$ cat src/rtl/imem_arbiter.sv
// Shares one instruction-memory port between fetch (read) and the program loader (write).
// Optional write protection of the low interrupt area: define IMEM_WRITE_PROTECT_EN.
module imem_arbiter #(
    parameter int ADDR_W       = 32,
    parameter int DATA_W       = 16,
    parameter int STARVE_LIMIT = 4,
    parameter int PROT_LIMIT   = 32
) (
    input  logic              clk,
    input  logic              rst,
    input  logic              fetch_req,
    input  logic [ADDR_W-1:0] fetch_addr,
    output logic              fetch_grant,
    output logic              fetch_stall,
    output logic              fetch_valid,
    output logic [DATA_W-1:0] fetch_data,
    input  logic              ld_valid,
    input  logic [ADDR_W-1:0] ld_addr,
    input  logic [DATA_W-1:0] ld_data,
    input  logic              ld_last,
    output logic              ld_ready,
    output logic              boot_done,
    output logic              err_wp,
    output logic              mem_cs,
    output logic              mem_read,
    output logic              mem_write,
    output logic [ADDR_W-1:0] mem_addr,
    output logic [DATA_W-1:0] mem_wdata,
    input  logic [DATA_W-1:0] mem_rdata
);

    typedef enum logic {BOOT, RUN} state_e;

    localparam logic [3:0] STARVE_MAX = 4'(STARVE_LIMIT);

    state_e            state_q, state_d;
    logic [3:0]        starve_q, starve_d;
    logic              fetch_valid_q, fetch_valid_d;
    logic [DATA_W-1:0] fetch_data_q, fetch_data_d;
    logic              err_wp_q, err_wp_d;
    logic              f_gnt, ld_gnt, wp_hit;

`ifdef IMEM_WRITE_PROTECT_EN
    // Boot-time writes may populate the interrupt area; only RUN writes are blocked.
    assign wp_hit = (state_q == RUN) && ld_gnt && (ld_addr < ADDR_W'(PROT_LIMIT));
`else
    assign wp_hit = 1'b0;
`endif

    always_comb begin
        f_gnt         = 1'b0;
        ld_gnt        = 1'b0;
        state_d       = state_q;
        starve_d      = starve_q;
        fetch_valid_d = 1'b0;
        fetch_data_d  = fetch_data_q;
        err_wp_d      = wp_hit;

        if (state_q == BOOT) begin
            ld_gnt = ld_valid;
            if (ld_valid && ld_last) begin
                state_d = RUN;
            end
        end else if (fetch_req && ld_valid) begin
            ld_gnt = (starve_q == STARVE_MAX);
            f_gnt  = ~ld_gnt;
        end else begin
            f_gnt  = fetch_req;
            ld_gnt = ld_valid;
        end

        // Counts consecutive lost cycles of a pending loader beat.
        if (!ld_valid || ld_gnt) begin
            starve_d = 4'd0;
        end else if (starve_q < STARVE_MAX) begin
            starve_d = starve_q + 4'd1;
        end

        if (f_gnt) begin
            fetch_valid_d = 1'b1;
            fetch_data_d  = mem_rdata;
        end
    end

    always_ff @(posedge clk or posedge rst) begin
        if (rst) begin
            state_q       <= BOOT;
            starve_q      <= 4'd0;
            fetch_valid_q <= 1'b0;
            fetch_data_q  <= '0;
            err_wp_q      <= 1'b0;
        end else begin
            state_q       <= state_d;
            starve_q      <= starve_d;
            fetch_valid_q <= fetch_valid_d;
            fetch_data_q  <= fetch_data_d;
            err_wp_q      <= err_wp_d;
        end
    end

    assign fetch_grant = f_gnt;
    assign fetch_stall = fetch_req & ~f_gnt;
    assign fetch_valid = fetch_valid_q;
    assign fetch_data  = fetch_data_q;
    assign ld_ready    = ld_gnt;
    assign boot_done   = (state_q == RUN);
    assign err_wp      = err_wp_q;

    // A protected loader beat is acknowledged but leaves the memory port idle.
    assign mem_read  = f_gnt;
    assign mem_write = ld_gnt & ~wp_hit;
    assign mem_cs    = mem_read | mem_write;
    assign mem_addr  = mem_read  ? fetch_addr :
                       mem_write ? ld_addr    : '0;
    assign mem_wdata = mem_write ? ld_data : '0;

endmodule
$ cat config.mk
export PLATFORM = sky130hd
export DESIGN_NAME = imem_arbiter
export DESIGN_NICKNAME = d
export VERILOG_FILES = /design/src/rtl/imem_arbiter.sv
export SDC_FILE = /design/constraint.sdc
export NUM_CORES = 1
export LEC_CHECK = 0
export CAP_MARGIN = 10
export CORE_MARGIN = 1
export CORE_UTILIZATION = 28
export DETAILED_ROUTE_END_ITERATION = 12
export GPL_TIMING_DRIVEN = 0
export PLACE_DENSITY = 0.89
export SLEW_MARGIN = 20
export SYNTH_ARGS = -nofsm -noshare
export SYNTH_HDL_FRONTEND = slang
export SYNTH_SLANG_ARGS = --single-unit
$ cat constraint.sdc
create_clock -name clk -period 5.3 [get_ports clk]
set_input_delay 1.59 -clock clk [delete_from_list [all_inputs] [get_ports clk]]
set_output_delay 1.59 -clock clk [all_outputs]
set_load 0.1 [all_outputs]
Word-level counts from Yosys, hierarchy flattened:

Index checks and enable logic that the tools add are counted.

* add/sub/neg operators: 1
* magnitude comparators: 1
* equal/unequal tests: 1
* muxes and demuxes: 12
* bitwise gates (word level): 4
* reductions and logical operators: 5

Operators by type and width (number)
* 32-bit two-way mux: 2
* 16-bit two-way mux: 1
* 4-bit two-way mux: 2
* 1-bit two-way mux: 7
* 4-bit by 1-bit adder with 4-bit output (second input constant): 1
* 4-bit by 3-bit equality test with 1-bit output (second input constant): 1
* 4-bit by 3-bit < comparator with 1-bit output (second input constant): 1
* 1-bit logical AND: 2
* 1-bit NOT: 2
* 2-bit nonzero test: 1
* 1-bit bitwise AND: 1
* 1-bit zero test: 1
* 1-bit logical OR: 1
* 1-bit bitwise OR: 1

* register bits after elaboration: 22
* input bits: 101
* output and inout port bits: 73
* word-level logic and storage cells: 28

Depth between registers and ports, before layout:

Gate-level depths: netlist (run 1).

* depth after elaboration: 6
* depth in mapped cells: 7
* depth with buffers taken out: 5

Worst setup path after synthesis (run 1):

No wires, ideal clock.

* path type: input -> output
* start: in fetch_req
* end: out mem_addr[22]
* arrival time: 3.340 ns
* required time: 3.710 ns
* path slack: 0.370 ns
* stages on the path: 4
* buffers on the path: 1
* path through: nand2_1 > a41oi_2 > buf_2 > a22o_1

* elaborated cells on any way between the ends: 7
* those cells by class: mux: 6; reduce/logical: 1

RTL lines
* from (decl): RTL line 11 `input logic fetch_req,`
* 1-bit logical AND: RTL line 64 `end else if (fetch_req && ld_valid) begin`
* 1-bit two-way mux *: RTL line 64
* 1-bit two-way mux *: RTL line 59 `if (state_q == BOOT) begin`
* named net fetch_grant: RTL line 13 `output logic fetch_grant,`
* 32-bit two-way mux *: RTL line 113 `assign mem_addr = mem_read ? fetch_addr :`
* to (decl): RTL line 27 `output logic [ADDR_W-1:0] mem_addr,`

The timed path passes the listed nets; every way through them passes the cells marked *.

Worst setup path after layout (run 1):

* start: in fetch_req
* end: out mem_addr[27]

* longest elaborated chain between the ends: 5
* elaborated cells on any way between the ends: 7
* those cells by class: mux: 6; reduce/logical: 1

Ends and longest elaborated chain
* 1-bit logical AND: RTL line 64
* 1-bit two-way mux: RTL line 64
* 1-bit two-way mux: RTL line 59
* 32-bit two-way mux: RTL line 114 `mem_write ? ld_addr : '0;`
* 32-bit two-way mux *: RTL line 113

Mark *: on every way between the ends. The rest lies on a longest branch, timed or not.

==> impl_metrics.csv, run 1 <==
group,metric,value,unit
placement,placed_area,0.00314,mm²
finish,final_common_cell,"clkdlybuf4s50_1",
finish,nets,404,
finish,drive_gt1_share,28.3,%
flow_run,max_cap_viol_count,0,
placement,gp_congestion,0.715,
detailed_routing,routed_wl,5.50,mm
grt,grt_pass1_wl,8.39,mm
clock_tree,holdBufCountCts,0,
grt,first_global_vias,1736,
floorplan,die_area,0.00511,mm²
worst_setup_path,worstPathMaxFanout,12,
clock_tree,cts_tree,"done",
finish,diodes,0,
worst_setup_path,cp-start-kind,"input port",
clock_tree,cts_buffer_depth,2,
finish,syn_to_final_growth,137,%
finish,finalNonFillerCells,352,
power_and_ir_drop,totalPowerFinal,826,µW
worst_setup_path,required,3.71,ns
grt,grt-ovfl-total,0,
grt,grt_usage,21.0,%
power_and_ir_drop,leakagePower,0.00134,µW
worst_setup_path,reg2reg_depth,5,
floorplan,die_w,71.5,µm
logic_synthesis,syn_area,0.00135,mm²
timing,worst_pin_slew,1.00,ns
timing,relSlewSlack,32.9,%
power_and_ir_drop,p_comb_share,62.8,%
timing,rsz0062_at_grt,"no",
placement,pre_cts_ws,-0.510,ns
min_path,hold_class,"flip-flop to flip-flop",
timing,finalCriticalPeriod,5.20,ns
min_path,hold_depth,1,
worst_setup_path,end_kind,"output port",
worst_setup_path,slowest_delay,0.55,ns
worst_setup_path,path_buf_inv,3,
logic_synthesis,synth_seq_area_share,40.7,%
detailed_routing,drtIter0Drc,33,
logic_synthesis,syn-mean-instance-area,10.9,µm²
timing,finClkSkew,0.000879,ns
finish,stdcell_area,0.00320,mm²
worst_setup_path,crit_chain,"clkdlybuf4s50_1 -> nand2_1 -> a41oi_2 -> buf_2 -> a22o_1 -> clkdlybuf4s18_2",
placement,place_inst,348,
clock_tree,htree_levels,1,
detailed_routing,dr_total_vias,1658,
logic_synthesis,syn-instance-count,124,
detailed_routing,firstDrtPassIters,4,
detailed_routing,drcViolationCount,0,
logic_synthesis,synth_warnings,0,
power_and_ir_drop,switching_power,424,µW
detailed_routing,wire_per_inst,15.6,µm
clock_tree,clock_latency,0.26,ns
worst_setup_path,rr_endpoint,"fetch_data[0]$_DFFE_PP0P_",
placement,io_buffer_count,172,
detailed_routing,viasPerCell,4.71,
floorplan,die_h,71.5,µm
min_path,min_from,"fetch_data[11]$_DFFE_PP0P_",
floorplan,core_area,0.00450,mm²
min_path,hold_end,"fetch_data[11]$_DFFE_PP0P_",
timing,fin_tns_setup,0,ns
worst_setup_path,slowest_stage,"clkdlybuf4s18_2",
clock_tree,clock-sinks,22,
timing,fmax,192,MHz
detailed_routing,ant_nets,0,
worst_setup_path,cp_data_arrival_time,3.61,ns
grt,antenna_found_initial,0,
timing,fin_crit_sh,98.1,%
timing,setup_viol,0,
clock_tree,cts_made_buffers,3,
clock_tree,cts_root_buf,"clkbuf_8",
logic_synthesis,yosysUniqueCellTypes,23,
power_and_ir_drop,vdd_drop_max,0.000281,V
power_and_ir_drop,switching_share,51.3,%
power_and_ir_drop,p_per_area,258,mW/mm²
logic_synthesis,syn-num-nets,227,
worst_setup_path,cp_top_family,"buffers and inverters",
timing,hold_violations,0,
power_and_ir_drop,clockPowerShare,14.3,%
power_and_ir_drop,internal-power,402,µW
worst_setup_path,regToRegSetupSlack,3.59,ns
run_status,status,"finished, final reports clean",
floorplan,std_cell_rows,24,
worst_setup_path,worst-setup-path-type,"input port to output port",
grt,grt_max_degree,23,
logic_synthesis,synth_seq_cells,22,
worst_setup_path,regToRegStartpoint,"starve_q[0]$_DFFE_PP0P_",
floorplan,initial_utilization,30.0,%
floorplan,io_pins,174,
power_and_ir_drop,seq_power_share,22.9,%
timing,slew_viol_final,0,
finish,layout_common_cells,"clkdlybuf4s50_1 (119), clkdlybuf4s15_2 (41), a22o_1 (32)",
placement,dp_hpwl,4.47,mm
timing,setup_ws,0.102,ns
clock_tree,cts.clk_slew.worst_paths,0.07,ns
metal layers:
layer / part of all wire, % / vias to the layer above / global-route usage (%)
li1: - / 800 / -
met1: 39 / 751 / 24.3
met2: 50 / 103 / 38.5
met3: 10 / 4 / 6.61
met4: 0.56 / 0 / 3.27
met5: 0 / - / 0
cell families after synthesis:
family          share of synthesized area, %
buf+inv                                 7.78
mux                                     13.3
other cells                            0.278
compound gates                          24.5
flops                                   40.7
simple gates                            10.8
fa+ha+maj                               1.85
xor+xnor                               0.648
synthesized netlist by cell type, drive strengths merged:
master	n	area share [%]
a22o	32	21
dfrtp	22	41
and2	16	7.4
mux2	16	13
buf	12	6.0
inv	5	1.4
nor2	4	1.1
nand2	3	0.83
a21oi	2	0.74
ha	2	1.9
a21o	1	0.56
a31oi	1	0.93
a41oi	1	1.2
clkbuf	1	0.37
conb	1	0.28
nand3b	1	0.56
nand4	1	0.46
nor2b	1	0.46
o21ai	1	0.37
xnor2	1	0.65
state kept, by name, indices dropped and copies added (netlist names):
signal       count
boot_done        1
fetch_data      16
fetch_valid      1
starve_q         4
layout make-up:
class,instances,area (µm²)
timing repair buffer,172,1730
fill,346,1310
multi-input combinational,84,696
sequential,22,551
buffer,13,86.3
tap,52,65.1
clock buffer,4,55.1
inverter,5,18.8
how the worst max path moves through the flow:
stage                   start       endpoint  slack [ns]  depth (start not counted)
floorplan           fetch_req   mem_addr[22]        0.37                          4
global placement    fetch_req    mem_addr[3]       -0.50                          6
detailed placement  fetch_req   mem_addr[27]       -0.51                          6
CTS                  ld_valid  mem_wdata[14]      0.0007                          6
global route        fetch_req   mem_addr[27]      0.0004                          6
finish              fetch_req   mem_addr[27]        0.10                          6
timing repair:
action / in CTS / in global routing
setup endpoints to repair: 53 / 11
gates resized for setup: 145 / 12
endpoints found under the hold margin: 0 / 0
setup buffers: 0 / 0
power groups by stage:
stage	Sequential [µW]	Combinational, µW	Clock, µW
finish	190	519	118
global route	191	535	125
CTS	190	523	120
detailed placement	193	530	0
global placement	192	528	0
floorplan	292	258	0
worst register-to-register path, stage by stage, from the launching register on:
cell	delay [ns]
dfrtp_1	0.39
inv_1	0.06
ha_1	0.22
a41oi_2	0.32
buf_4	0.25
mux2_2	0.35
through the flow:
stage          utilization (%)  hold WS, ns
6_report                  71.0        0.497
5_1_grt                   71.0        0.519
4_1_cts                   72.0        0.508
3_5_place_dp              69.7        0.479
3_3_place_gp              69.7        0.470
2_1_floorplan                -        0.533
Note: power is estimated with default switching activity, not from simulation.
==> run 2: changes to the inputs <==
--- a/config.mk
+++ b/config.mk
@@ -9,7 +9,6 @@
 export CORE_MARGIN = 1
 export CORE_UTILIZATION = 28
 export DETAILED_ROUTE_END_ITERATION = 12
-export GPL_TIMING_DRIVEN = 0
 export PLACE_DENSITY = 0.89
 export SLEW_MARGIN = 20
 export SYNTH_ARGS = -nofsm -noshare
==> impl_metrics.csv, run 2 (synthesis results as in run 1) <==
group,metric,value,unit
run_status,status,"finished, final reports clean",
clock_tree,cts_tree,"done",
finish,syn_to_final_growth,175,%
timing,hold_violations,0,
floorplan,die_h,71.5,µm
timing,slew_viol_final,0,
placement,placed_area,0.00364,mm²
floorplan,die_w,71.5,µm
placement,dp_hpwl,5.30,mm
finish,diodes,0,
placement,gp_congestion,0.718,
grt,grt_pass1_wl,9.82,mm
floorplan,die_area,0.00511,mm²
timing,worst_pin_slew,1.02,ns
clock_tree,cts_resized,0,
finish,largest_reg_flops,16,
timing,finClkSkew,0.00450,ns
placement,place_inst,339,
worst_setup_path,reg2reg_depth,6,
placement,io_buffer_count,172,
worst_setup_path,rr_endpoint,"fetch_data[0]$_DFFE_PP0P_",
power_and_ir_drop,p_per_area,255,mW/mm²
worst_setup_path,cp-start-kind,"input port",
worst_setup_path,regToRegStartpoint,"starve_q[0]$_DFFE_PP0P_",
timing,fin_tns_setup,0,ns
worst_setup_path,worst-setup-path-type,"input port to output port",
clock_tree,cts.clk_slew.worst_paths,0.07,ns
clock_tree,cts_root_buf,"clkbuf_8",
min_path,min_from,"fetch_data[3]$_DFFE_PP0P_",
clock_tree,clock_latency,0.26,ns
clock_tree,htree_levels,1,
timing,hold_ws,0.516,ns
detailed_routing,dr_total_vias,1691,
detailed_routing,wire_per_inst,19.0,µm
timing,fin_crit_sh,91.2,%
detailed_routing,routed_wl,6.51,mm
clock_tree,clock-sinks,22,
finish,layout_common_cells,"clkdlybuf4s50_1 (118), buf_12 (54), a22o_1 (32)",
min_path,hold_depth,1,
power_and_ir_drop,totalPowerFinal,949,µW
finish,final_common_cell,"clkdlybuf4s50_1",
timing,finalCriticalPeriod,4.83,ns
floorplan,std_cell_rows,24,
finish,nets,395,
worst_setup_path,cp_data_arrival_time,3.24,ns
clock_tree,cts_setup_buffers,0,
finish,nFillCells,255,
detailed_routing,ant_nets,0,
min_path,hold_class,"flip-flop to flip-flop",
clock_tree,cts_buffer_depth,2,
finish,drive_gt1_share,27.1,%
flow_run,max_cap_viol_count,0,
power_and_ir_drop,leakagePower,0.00155,µW
power_and_ir_drop,vdd_drop_max,0.000262,V
grt,grt_usage,25.1,%
worst_setup_path,worstPathMaxFanout,23,
worst_setup_path,regToRegSetupSlack,3.36,ns
worst_setup_path,required,3.71,ns
clock_tree,holdBufCountCts,0,
floorplan,initial_utilization,30.0,%
grt,first_global_vias,1877,
timing,fmax,207,MHz
timing,relSlewSlack,31.8,%
detailed_routing,drcViolationCount,0,
grt,antenna_found_initial,0,
finish,stdcell_area,0.00371,mm²
clock_tree,cts_made_buffers,3,
grt,grt-ovfl-total,0,
floorplan,core_area,0.00450,mm²
grt,grt_max_degree,51,
timing,setup_viol,0,
detailed_routing,viasPerCell,4.93,
detailed_routing,firstDrtPassIters,4,
min_path,hold_end,"fetch_data[3]$_DFFE_PP0P_",
floorplan,io_pins,174,
detailed_routing,drtIter0Drc,45,
finish,finalNonFillerCells,343,
worst_setup_path,end_kind,"output port",
worst_setup_path,cp-startpoint,"fetch_req",
timing,rsz0062_at_grt,"no",
-- run 2: cell count changes in the layout (fill, tap and decap cells not counted), moves of 2 or more --
cell	delta
clkbuf_2	-10
buf_4	-2
buf_2	-5
buf_12	+54
clkdlybuf4s15_2	-41
-- run 2: worst max-delay path by stage --
| stage | to | cells after the start | slack [ns] |
|---|---|---|---|
| final | mem_addr[21] | 6 | 0.47 |
| after global routing | mem_addr[21] | 6 | 0.35 |
| after CTS | mem_addr[27] | 6 | 0.48 |
| after detailed placement | mem_addr[27] | 6 | 0.48 |
| after global placement | mem_addr[3] | 6 | 0.54 |
| after floorplan | mem_addr[22] | 4 | 0.37 |
-- run 2: per-layer routing --
layer	track usage, %	share of wire, %	wire (µm)	vias to the layer above
met2	48.8	54	3550	96
met1	26.7	34	2200	801
li1	-	-	-	784
met5	0	0	0	-
met4	8.71	2.6	167	0
met3	5.20	9.2	597	10
-- run 2: worst max-delay path, cell delays in order --
cell and delay (ns):
clkdlybuf4s50_1 0.56, nand2_1 0.14, a41oi_4 0.20, buf_4 0.30, a22o_1 0.26, buf_12 0.19
-- run 2: area by class of cell --
type                    count  area (µm²)  share of cell area [%]
repair buffers            176        2290                    61.7
multi-input cells          84         716                    19.3
flip-flops and latches     22         551                    14.8
well taps                  52        65.1                    1.75
clock buffers               3        41.3                    1.11
clock inverters             1        30.0                   0.809
inverters                   5        18.8                   0.505
-- run 2: metrics by stage --
step	worst slack, ns	utilization (%)
2_1_floorplan	0.370	-
3_3_place_gp	0.537	80.9
3_5_place_dp	0.482	80.9
4_1_cts	0.481	82.4
5_1_grt	0.352	82.4
6_report	0.466	82.4
-- run 2: report_power, final --
group | switching (µW) | internal [µW]
clock | 53.1 | 101
combinational | 383 | 220
sequential | 8.85 | 182
total | 445 | 503
